### src/rtl/fetch_pkg.sv
// Shared definitions for the instruction-fetch front end: widths, the NOP
// encoding presented while no instruction is available, and FSM states.
package fetch_pkg;

    localparam int XLEN    = 32;
    localparam int INSTR_W = 32;

    localparam logic [INSTR_W-1:0] NOP_INSTR = 32'h0000_0013;

    typedef enum logic [1:0] {
        ST_IDLE  = 2'b00,
        ST_RUN   = 2'b01,
        ST_FLUSH = 2'b10
    } fetch_state_e;

endpackage : fetch_pkg

### src/rtl/instr_fetch_unit_if.sv
// Bundle of the instruction-memory, redirect and Decode-side signals of the
// fetch unit. The master modport is the fetch unit, slave is its environment.
interface instr_fetch_unit_if #(
    parameter int XLEN    = fetch_pkg::XLEN,
    parameter int IMEM_AW = 10
);

    logic               imem_req;
    logic [IMEM_AW-1:0] imem_addr;
    logic [31:0]        imem_rdata;
    logic               redirect_valid;
    logic [XLEN-1:0]    redirect_pc;
    logic               instr_valid;
    logic               instr_ready;
    logic [31:0]        instr;
    logic [XLEN-1:0]    instr_pc;

    modport master (
        output imem_req, imem_addr, instr_valid, instr, instr_pc,
        input  imem_rdata, redirect_valid, redirect_pc, instr_ready
    );

    modport slave (
        input  imem_req, imem_addr, instr_valid, instr, instr_pc,
        output imem_rdata, redirect_valid, redirect_pc, instr_ready
    );

endinterface : instr_fetch_unit_if

### src/rtl/fetch_fifo.sv
// Small synchronous FIFO buffering fetched {instr, pc} entries. Clear has
// priority over push/pop; push on a full FIFO is accepted only with a pop.
module fetch_fifo #(
    parameter int WIDTH = 64,
    parameter int DEPTH = 2,
    localparam int AW   = (DEPTH > 1) ? $clog2(DEPTH) : 1,
    localparam int CW   = $clog2(DEPTH + 1)
) (
    input  logic             clk,
    input  logic             rst_n,
    input  logic             push_i,
    input  logic [WIDTH-1:0] wdata_i,
    input  logic             pop_i,
    input  logic             clear_i,
    output logic [WIDTH-1:0] rdata_o,
    output logic             full_o,
    output logic             empty_o,
    output logic [CW-1:0]    count_o
);

    logic [WIDTH-1:0] mem_q [DEPTH];
    logic [AW-1:0]    wr_ptr_q, wr_ptr_d;
    logic [AW-1:0]    rd_ptr_q, rd_ptr_d;
    logic [CW-1:0]    count_q, count_d;
    logic             push_en_s;
    logic             pop_en_s;

    function automatic logic [AW-1:0] inc_ptr(input logic [AW-1:0] ptr);
        if (ptr == AW'(DEPTH - 1)) begin
            return {AW{1'b0}};
        end else begin
            return ptr + AW'(1);
        end
    endfunction

    // Next-state pointers and occupancy.
    always_comb begin
        pop_en_s  = pop_i && (count_q != CW'(0));
        push_en_s = push_i && ((count_q != CW'(DEPTH)) || pop_en_s);
        wr_ptr_d  = wr_ptr_q;
        rd_ptr_d  = rd_ptr_q;
        count_d   = count_q;
        if (clear_i) begin
            wr_ptr_d = {AW{1'b0}};
            rd_ptr_d = {AW{1'b0}};
            count_d  = {CW{1'b0}};
        end else begin
            if (push_en_s) begin
                wr_ptr_d = inc_ptr(wr_ptr_q);
            end else begin
                wr_ptr_d = wr_ptr_q;
            end
            if (pop_en_s) begin
                rd_ptr_d = inc_ptr(rd_ptr_q);
            end else begin
                rd_ptr_d = rd_ptr_q;
            end
            case ({push_en_s, pop_en_s})
                2'b10:   count_d = count_q + CW'(1);
                2'b01:   count_d = count_q - CW'(1);
                default: count_d = count_q;
            endcase
        end
    end

    // Pointer, occupancy and storage registers.
    always_ff @(posedge clk or negedge rst_n) begin
        if (!rst_n) begin
            wr_ptr_q <= {AW{1'b0}};
            rd_ptr_q <= {AW{1'b0}};
            count_q  <= {CW{1'b0}};
            for (int i = 0; i < DEPTH; i++) begin
                mem_q[i] <= {WIDTH{1'b0}};
            end
        end else begin
            wr_ptr_q <= wr_ptr_d;
            rd_ptr_q <= rd_ptr_d;
            count_q  <= count_d;
            if (push_en_s && !clear_i) begin
                mem_q[wr_ptr_q] <= wdata_i;
            end
        end
    end

    assign rdata_o = mem_q[rd_ptr_q];
    assign full_o  = (count_q == CW'(DEPTH));
    assign empty_o = (count_q == CW'(0));
    assign count_o = count_q;

endmodule : fetch_fifo

### src/rtl/instr_fetch_unit.sv
// Instruction-fetch front end: PC sequencing, 1-cycle-latency memory reads,
// epoch-tagged return path into a small FIFO, and a valid/ready Decode port.
module instr_fetch_unit
    import fetch_pkg::*;
#(
    parameter int              XLEN     = fetch_pkg::XLEN,
    parameter int              IMEM_AW  = 10,
    parameter logic [XLEN-1:0] RESET_PC = '0,
    parameter int              FQ_DEPTH = 2
) (
    input  logic               clk,
    input  logic               rst_n,
    instr_fetch_unit_if.master bus
);

    localparam int CW = $clog2(FQ_DEPTH + 1);
    localparam int EW = INSTR_W + XLEN;

    fetch_state_e    state_q;
    logic [XLEN-1:0] pc_q;
    logic            epoch_q;
    logic            inflight_q;
    logic [XLEN-1:0] req_pc_q;
    logic            req_epoch_q;

    logic            req_s;
    logic            redirect_s;
    logic            push_s;
    logic            deq_s;
    logic            valid_s;
    logic            empty_s;
    logic            full_s;
    logic [CW-1:0]   occ_s;
    logic [CW:0]     demand_s;
    logic [EW-1:0]   head_s;
    logic            unused_status_s;

    fetch_fifo #(
        .WIDTH (EW),
        .DEPTH (FQ_DEPTH)
    ) u_fifo (
        .clk     (clk),
        .rst_n   (rst_n),
        .push_i  (push_s),
        .wdata_i ({bus.imem_rdata, req_pc_q}),
        .pop_i   (deq_s),
        .clear_i (redirect_s),
        .rdata_o (head_s),
        .full_o  (full_s),
        .empty_o (empty_s),
        .count_o (occ_s)
    );

    // Issue decision: buffer slots already claimed (stored + in flight) after this cycle's pop.
    always_comb begin
        valid_s    = !empty_s;
        deq_s      = valid_s && bus.instr_ready;
        redirect_s = bus.redirect_valid;
        demand_s   = {1'b0, occ_s} + {{CW{1'b0}}, inflight_q} - {{CW{1'b0}}, deq_s};
        if (state_q == ST_RUN) begin
            req_s = (demand_s < (CW + 1)'(FQ_DEPTH));
        end else begin
            req_s = 1'b0;
        end
        // A redirect on the return edge wins over the push; stale epochs are dropped.
        push_s = inflight_q && (req_epoch_q == epoch_q) && !redirect_s;
    end

    // FSM, PC sequencing and in-flight request tracking.
    always_ff @(posedge clk or negedge rst_n) begin
        if (!rst_n) begin
            state_q     <= ST_IDLE;
            pc_q        <= RESET_PC;
            epoch_q     <= 1'b0;
            inflight_q  <= 1'b0;
            req_pc_q    <= {XLEN{1'b0}};
            req_epoch_q <= 1'b0;
        end else begin
            inflight_q  <= req_s;
            req_pc_q    <= pc_q;
            req_epoch_q <= epoch_q;
            if (redirect_s) begin
                pc_q    <= {bus.redirect_pc[XLEN-1:2], 2'b00};
                epoch_q <= ~epoch_q;
                state_q <= ST_FLUSH;
            end else begin
                case (state_q)
                    ST_IDLE: begin
                        state_q <= ST_RUN;
                    end
                    ST_RUN: begin
                        if (req_s) begin
                            pc_q <= pc_q + XLEN'(4);
                        end
                    end
                    ST_FLUSH: begin
                        state_q <= ST_RUN;
                    end
                    default: begin
                        state_q <= ST_IDLE;
                    end
                endcase
            end
        end
    end

    // Decode-side outputs: NOP and zero PC whenever nothing is buffered.
    always_comb begin
        bus.imem_req    = req_s;
        bus.imem_addr   = pc_q[IMEM_AW+1:2];
        bus.instr_valid = valid_s;
        if (valid_s) begin
            bus.instr    = head_s[EW-1:XLEN];
            bus.instr_pc = head_s[XLEN-1:0];
        end else begin
            bus.instr    = NOP_INSTR;
            bus.instr_pc = {XLEN{1'b0}};
        end
    end

    assign unused_status_s = full_s ^ (^bus.redirect_pc[1:0]);

endmodule : instr_fetch_unit

### src/flat_wrapper.sv
// flat-port wrapper written by rule: the top's interface ports become plain ports
module instr_fetch_unit_flat import fetch_pkg::*;
#(
    parameter int              XLEN     = fetch_pkg::XLEN,
    parameter int              IMEM_AW  = 10,
    parameter logic [XLEN-1:0] RESET_PC = '0,
    parameter int              FQ_DEPTH = 2
)
  (clk, rst_n, bus_imem_req, bus_imem_addr, bus_instr_valid, bus_instr, bus_instr_pc, bus_imem_rdata, bus_redirect_valid, bus_redirect_pc, bus_instr_ready);
  instr_fetch_unit_if #(.XLEN(XLEN), .IMEM_AW(IMEM_AW)) bus_i ();
  input  logic clk;
  input  logic rst_n;
  output wire logic [$bits(bus_i.imem_req)-1:0] bus_imem_req;
  output wire logic [$bits(bus_i.imem_addr)-1:0] bus_imem_addr;
  output wire logic [$bits(bus_i.instr_valid)-1:0] bus_instr_valid;
  output wire logic [$bits(bus_i.instr)-1:0] bus_instr;
  output wire logic [$bits(bus_i.instr_pc)-1:0] bus_instr_pc;
  input wire logic [$bits(bus_i.imem_rdata)-1:0] bus_imem_rdata;
  input wire logic [$bits(bus_i.redirect_valid)-1:0] bus_redirect_valid;
  input wire logic [$bits(bus_i.redirect_pc)-1:0] bus_redirect_pc;
  input wire logic [$bits(bus_i.instr_ready)-1:0] bus_instr_ready;
  assign bus_imem_req = bus_i.imem_req;
  assign bus_imem_addr = bus_i.imem_addr;
  assign bus_instr_valid = bus_i.instr_valid;
  assign bus_instr = bus_i.instr;
  assign bus_instr_pc = bus_i.instr_pc;
  assign bus_i.imem_rdata = bus_imem_rdata;
  assign bus_i.redirect_valid = bus_redirect_valid;
  assign bus_i.redirect_pc = bus_redirect_pc;
  assign bus_i.instr_ready = bus_instr_ready;
  instr_fetch_unit #(.XLEN(XLEN), .IMEM_AW(IMEM_AW), .RESET_PC(RESET_PC), .FQ_DEPTH(FQ_DEPTH)) u_core (.clk(clk), .rst_n(rst_n), .bus(bus_i));
endmodule
### config.mk
export PLATFORM = sky130hd
export DESIGN_NAME = instr_fetch_unit_flat
export DESIGN_NICKNAME = d
export VERILOG_FILES = /design/src/rtl/fetch_pkg.sv /design/src/rtl/instr_fetch_unit_if.sv /design/src/rtl/fetch_fifo.sv /design/src/rtl/instr_fetch_unit.sv /design/src/flat_wrapper.sv
export SDC_FILE = /design/constraint.sdc
export NUM_CORES = 1
export LEC_CHECK = 0
export ABC_AREA = 0
export CORE_MARGIN = 10
export CORE_UTILIZATION = 57
export CTS_CLUSTER_DIAMETER = 50
export CTS_CLUSTER_SIZE = 14
export DETAILED_ROUTE_END_ITERATION = 10
export GPL_TIMING_DRIVEN = 0
export PLACE_DENSITY = 0.85
export SLEW_MARGIN = 20
export SYNTH_ARGS = -nofsm -noshare
export SYNTH_HDL_FRONTEND = slang
export SYNTH_SLANG_ARGS = --single-unit
### constraint.sdc
create_clock -name clk -period 7 [get_ports clk]
set_clock_uncertainty 0.15 [all_clocks]
set_input_delay 0.7 -clock clk [delete_from_list [all_inputs] [get_ports clk]]
set_output_delay 0.7 -clock clk [all_outputs]
set_load 0.03 [all_outputs]
==> results of run 1 <==
cells by family (layout without fill, tap and decap cells):
family	after synthesis	in the layout	synth area share [%]
flops	193	193	56.12
simple gates	184	184	10.66
other cells	1	2	0.04358
fa+ha+maj	3	3	0.5234
xor+xnor	11	11	1.207
buf+inv	59	232	3.344
compound gates	62	62	4.551
mux	187	187	23.55
cell usage after synthesis, types with 3 or more instances:
cell type and count:
or3_1 5, nand4_1 10, buf_4 12, nor2b_1 4, mux2_2 124, and4_1 3, buf_2 5, a31oi_1 21
buf_1 7, mux2i_1 63, nor4_1 5, nand3_1 15, xnor2_1 6, xor2_1 4, nand2_1 24, inv_1 6
nor2_1 84, o21ai_0 17, or2_2 3, and2_1 3, a21oi_1 3, dfrtp_1 193, clkbuf_1 26, a211oi_1 3
o31ai_1 13, or4_1 16
registers in the layout, summed over array words and instances (netlist names):
register                flops
u_core.pc_q                30
u_core.inflight_q           1
u_core.req_epoch_q          1
u_core.u_fifo.wr_ptr_q      1
u_core.req_pc_q            30
u_core.epoch_q              1
u_core.u_fifo.count_o       2
u_core.u_fifo.mem_q       124
u_core.state_q              2
u_core.u_fifo.rd_ptr_q      1
layer usage:
layer  up-vias  GRT usage [%]  wire (um)
met5         -              0          0
met4         0          7.329        423
met3        41          4.710       1333
met2       238          36.91      10970
met1      3140          25.65       8743
li1       2806              -          -
final cells by class:
type                    instances  area (sq um)
repair buffers                142          1461
clock buffers                  21         480.5
flip-flops and latches        193          4830
fillers                       935          3724
inverters                       7         26.28
multi-input cells             449          3498
plain buffers                  52         261.5
clock inverters                10         132.6
well taps                     184         230.2
stage by stage:
step           cells  utilization (%)  TNS, ps  total power, W
5_1_grt         1058            74.57        0        0.003692
3_3_place_gp    1024            69.87  -441100        0.002443
3_5_place_dp    1026            70.32        0        0.002526
6_report        1058            74.57        0        0.003521
4_1_cts         1058            74.57        0        0.003536
2_1_floorplan    701                -        0        0.002235
critical path, cell delays in order (launching register included):
cell	delay, ps
dfrtp_1	410
buf_6	150
nor2_1	650
nor2_1	180
ha_1	310
nand2b_1	150
fa_1	440
xnor2_1	340
and2_1	180
clkbuf_1	250
clkdlybuf4s50_1	740
path summary, 6_finish.rpt:
check                                                      from                                  end  slack (ps)  cells past startpoint
hold reg to reg                     u_core.pc_q[31]$_DFFE_PN0P_        u_core.req_pc_q[31]$_DFF_PN0_         290                      0
setup / recovery           u_core.u_fifo.count_o[1]$_DFFE_PN0P_                         bus_imem_req        1920                     10
min in group asynchronous                                 rst_n  u_core.u_fifo.mem_q[17]$_DFFE_PN0P_         530                      2
max in group asynchronous                                 rst_n  u_core.u_fifo.mem_q[35]$_DFFE_PN0P_        5090                      4
setup reg to reg           u_core.u_fifo.count_o[1]$_DFFE_PN0P_          u_core.pc_q[26]$_DFFE_PN0P_        2490                     12
hold / removal                      u_core.pc_q[31]$_DFFE_PN0P_        u_core.req_pc_q[31]$_DFF_PN0_         290                      0
timing repair:
action	4_1_cts	5_1_grt
gates resized for setup	0	0
endpoints found under the setup margin	0	0
setup buffers	0	0
endpoints found under the hold margin	22	0
hold buffers	1	0
report_power, final:
group	internal, W	switching, W
Clock	0.000595	0.000402
Combinational	0.000459	0.000348
Sequential	0.00149	0.000226
==> impl_metrics.env, run 1 <==
export IMPL_ys_types=48
export IMPL_power_density_mw_per_mm2=322.4
export IMPL_cts_max_path_buffers=2
export IMPL_synth_edff_count=0
export IMPL_port_buffer_count=139
export IMPL_rows=44
export IMPL_cp_required_ps=6150
export IMPL_drt_iter0_drc=386
export IMPL_groute_usage_overall_pct=21.28
export IMPL_avgRoutedWirePerCell_um=20.29
export IMPL_drive_above_1_share_pct=21.28
export IMPL_die_x_um=142.9
export IMPL_antenna_found_initial=0
export IMPL_max_freq_ghz=0.1967
export IMPL_antenna_cells=0
export IMPL_grt_pass1_vias=6530
export IMPL_htree_levels=4
export IMPL_hpwl_mm=15.07
export IMPL_critPathKind="reg2out"
export IMPL_hold_worst_slack_ps=287.4
export IMPL_antenna_left=0
export IMPL_cts_sinks=193
export IMPL_drt_first_pass_iters=5
export IMPL_period_needed_ps=5083
export IMPL_grt_overflow_total=0
export IMPL_vias=6225
export IMPL_yosys_area_top_type="dfrtp_1"
export IMPL_via_per_inst=5.884
export IMPL_min_path_type="reg2reg"
export IMPL_place_area_sq_mm=0.01030
export IMPL_syn_area_per_cell_sq_um=12.29
export IMPL_nets=933
export IMPL_crit_fanout=8
export IMPL_syn_to_final_growth_pct=26.90
export IMPL_ys_warn_count=0
export IMPL_cap_violations=0
export IMPL_routed_wl_mm=21.47
export IMPL_clkSlewWorstSetupHoldPaths_ps=70
export IMPL_finalCritPeriodShare_pct=72.62
export IMPL_grt_max_degree=101
export IMPL_cts_buffers=17
export IMPL_ys_seq_elements=193
export IMPL_synthCells=700
export IMPL_die_area_sq_mm=0.02041
export IMPL_cts_tree="done"
export IMPL_synth_top_cell_area_share_pct=56.12
export IMPL_tightest_slew_ps=861.5
export IMPL_gp_congestion=0.8652
export IMPL_crit_arrival_ps=4230
export IMPL_core_sq_mm=0.01464
export IMPL_grt_first_pass_wirelength_mm=34.22
export IMPL_rsz0062_at_grt="false"
export IMPL_drc=0
export IMPL_io_pins=144
export IMPL_synth_ff_type="dfrtp_1"
export IMPL_status="complete, no violations"
export IMPL_cp_end_kind="primary output"
export IMPL_async_reset_ff_share_pct=100.0
export IMPL_clk_latency_ps=440
export IMPL_layout_commonest_cell="dfrtp_1"
export IMPL_die_h_um=142.9
export IMPL_setup_violations=0
export IMPL_critPathLaunchType="flop"
export IMPL_timing_final_hold_violations=0
export IMPL_relSlewSlack_pct=42.57
export IMPL_ys_seq_area_share_pct=56.12
export IMPL_cts_root_buf="clkbuf_16"
export IMPL_mostFrequentLayoutCells="193 x dfrtp_1, 138 x clkdlybuf4s50_1, 124 x mux2_2"
export IMPL_dp_worst_setup_slack_ps=2282
export IMPL_syn_area_sq_mm=0.008606
export IMPL_drv_slew=0
export IMPL_fin_area_sq_mm=0.01092
export IMPL_leakagePower_nw=4.501
export IMPL_start_util_pct=58.77
export IMPL_synthTopCellsByArea="dfrtp_1 56%, mux2_2 16%, mux2i_1 7.3%"
export IMPL_setup_ws_ps=1917
export IMPL_ir_drop_mv=0.2086
No activity file was read; power rests on OpenSTA's default activity.
==> run 2, diff against run 1 <==
- CORE_UTILIZATION: 57 -> 48
- PLACE_DENSITY: 0.85 -> 0.76
- clock period: 7 -> 4.5 ns (I/O delays scaled with it)
==> run 2 against run 1 <==
Worst setup slack got worse by 1700 ps; first-iteration DRC count fell by 28%; sequential share of layout area barely moved; clock power rose by 49%; final cell count rose by 3.8%; design area barely moved; largest cell class unchanged.
==> impl_metrics.env, run 2 (synthesis gave the netlist of run 1 again) <==
export IMPL_status="complete, no violations"
export IMPL_critPathSlowestCell="clkdlybuf4s50_1"
export IMPL_drt_iter0_drc=276
export IMPL_setup_violations=0
export IMPL_antenna_found_initial=0
export IMPL_leakagePower_nw=4.476
export IMPL_hold_worst_slack_ps=287.1
export IMPL_hold_end="u_core.req_epoch_q$_DFF_PN0_"
export IMPL_timing_final_hold_violations=0
export IMPL_finalSetupTns_ps=0
export IMPL_worstReg2RegStart="u_core.u_fifo.count_o[1]$_DFFE_PN0P_"
export IMPL_gp_congestion=0.8761
export IMPL_whs_path_depth=0
export IMPL_grt_first_pass_wirelength_mm=32.47
export IMPL_antenna_left=0
export IMPL_r2r_end="u_core.pc_q[26]$_DFFE_PN0P_"
export IMPL_cts_max_path_buffers=2
export IMPL_reg2reg_depth=12
export IMPL_max_freq_ghz=0.2343
export IMPL_cts_setup_buffers=0
export IMPL_io_pins=144
export IMPL_vias=5976
export IMPL_hpwl_mm=14.15
export IMPL_drc=0
export IMPL_min_path_type="reg2reg"
export IMPL_routed_wl_mm=19.78
export IMPL_crit_family="buffers and inverters"
export IMPL_hp_start="u_core.epoch_q$_DFFE_PN0P_"
export IMPL_mostFrequentLayoutCells="193 x dfrtp_1, 138 x clkdlybuf4s50_1, 124 x mux2_2"
export IMPL_regArea_sq_mm=0.004830
export IMPL_crit_fanout=8
export IMPL_cts_sinks=193
export IMPL_critPathKind="reg2out"
export IMPL_critPathLaunchType="flop"
export IMPL_cap_violations=0
export IMPL_grt_pass1_vias=6099
export IMPL_grt_max_degree=98
export IMPL_crit_arrival_ps=3670
export IMPL_grt_overflow_total=0
export IMPL_clkSlewWorstSetupHoldPaths_ps=70
export IMPL_nFillCells=1389
export IMPL_regMostFlops="u_core.u_fifo.mem_q"
export IMPL_fin_area_sq_mm=0.01093
export IMPL_avgRoutedWirePerCell_um=18.01
export IMPL_die_x_um=153.9
export IMPL_nets=932
export IMPL_rows=48
export IMPL_cp_required_ps=3900
export IMPL_tightest_slew_ps=856.6
export IMPL_max_stage_delay_ps=710
export IMPL_htree_levels=4
export IMPL_port_buffer_count=139
export IMPL_dp_cells=1066
export IMPL_clk_latency_ps=430
export IMPL_cts_buffers=17
export IMPL_ir_drop_mv=0.3319
export IMPL_via_per_inst=5.443
export IMPL_final_cells=1098
export IMPL_reg_top3="u_core.u_fifo.mem_q x124, u_core.pc_q x30, u_core.req_pc_q x30"
export IMPL_finalCritPeriodShare_pct=94.84
export IMPL_die_area_sq_mm=0.02368
export IMPL_syn_to_final_growth_pct=26.97
export IMPL_cts_tree="done"
export IMPL_die_h_um=153.9
export IMPL_cp_end_kind="primary output"
export IMPL_largest_reg_flops=124
export IMPL_final_util_pct=62.74
export IMPL_rsz0062_at_grt="false"
export IMPL_layout_commonest_cell="dfrtp_1"
export IMPL_core_sq_mm=0.01742
export IMPL_r2r_slack_ps=550
export IMPL_start_util_pct=49.41
export IMPL_period_needed_ps=4268
export IMPL_place_area_sq_mm=0.01032
export IMPL_drv_slew=0
export IMPL_cp_num_buf_inv=3
export IMPL_drt_first_pass_iters=4
export IMPL_path_cells="buf_6 -> nor2_4 -> nor2_1 -> ha_1 -> nand2b_1 -> fa_1 -> and3b_1 -> and2_1 -> clkbuf_1 -> clkdlybuf4s50_1"
export IMPL_power_density_mw_per_mm2=489.2
export IMPL_antenna_cells=0
export IMPL_drive_above_1_share_pct=21.08
export IMPL_relSlewSlack_pct=42.89
export IMPL_cts_root_buf="clkbuf_16"
export IMPL_groute_usage_overall_pct=16.85
export IMPL_multiInputGateArea_sq_mm=0.003513
-- run 2: changes by cell type in the layout (fill, tap and decap cells not counted) --
| cell | delta |
|---|---|
| clkbuf_1 | +3 |
| clkinv_2 | -2 |
| inv_6 | +2 |
| buf_16 | -1 |
| bufinv_16 | -1 |
| clkbuf_8 | -1 |
| clkinvlp_4 | -1 |
| nor2_1 | -1 |
| nor2_4 | +1 |
| xnor2_1 | -1 |
| xnor2_2 | +1 |
-- run 2: worst max path at each step --
stage,start,depth (start not counted),slack (ps),endpoint
after floorplan,u_core.u_fifo.count_o[1]$_DFFE_PN0P_,11,930,u_core.pc_q[22]$_DFFE_PN0P_
after global placement,rst_n,1,-5040,u_core.pc_q[26]$_DFFE_PN0P_
after global routing,u_core.u_fifo.count_o[1]$_DFFE_PN0P_,10,10,bus_imem_req
final,u_core.u_fifo.count_o[1]$_DFFE_PN0P_,10,230,bus_imem_req
after CTS,u_core.u_fifo.count_o[1]$_DFFE_PN0P_,10,110,bus_imem_req
after detailed placement,u_core.u_fifo.count_o[1]$_DFFE_PN0P_,12,130,u_core.pc_q[26]$_DFFE_PN0P_
-- run 2: final cells by class --
class / count / share of cell area (%)
Multi-Input combinational cell: 449 / 32.15
Sequential cell: 193 / 44.20
Timing Repair Buffer: 141 / 13.12
Inverter: 7 / 0.2405
Clock inverter: 8 / 0.9390
Tap cell: 225 / 2.576
Buffer: 52 / 2.393
Clock buffer: 23 / 4.374
-- run 2: stage by stage --
step	power [W]	setup slack, ps
2_1_floorplan	0.003476	930.4
3_3_place_gp	0.003825	-5044
3_5_place_dp	0.003899	125.4
4_1_cts	0.005389	112.3
5_1_grt	0.005644	13.94
6_report	0.005346	232.1
-- run 2: power breakdown --
part	internal, W	switching (W)	total (W)
Sequential	0.00232	0.000322	0.00264
Combinational	0.000710	0.000503	0.00121
Clock	0.000863	0.000630	0.00149
Total	0.00389	0.00145	0.00535
-- run 2: what timing repair did --
item / in CTS / in global routing
endpoints found under the setup margin: 1 / 1
hold buffers: 1 / 0
resized for setup: 2 / 1
hold endpoints to repair: 96 / 0
-- run 2: metal layers --
metal,global-route usage [%],routed length [um],share of wire [%],vias to the layer above
met4,4.903,179,0.91,0
met3,3.989,894,4.5,15
met2,27.26,9713,49,136
met1,22.09,8991,45,3007
li1,-,-,-,2818
met5,0,0,0,-
-- run 2: worst reg2reg max path: stages, from the launching register on --
cell	delay [ps]
dfrtp_1	410
buf_6	160
nor2_4	300
nor2_1	140
ha_1	280
nand2b_1	150
fa_1	510
nand4b_1	240
or4b_4	620
buf_6	160
clkbuf_1	250
o31ai_1	320
a31oi_1	120
==> run 3, diff against run 2 <==
- SKIP_LAST_GASP: default -> 1
==> results of run 3 <==
Final layout, timing and power as in run 2 (identical DEF).
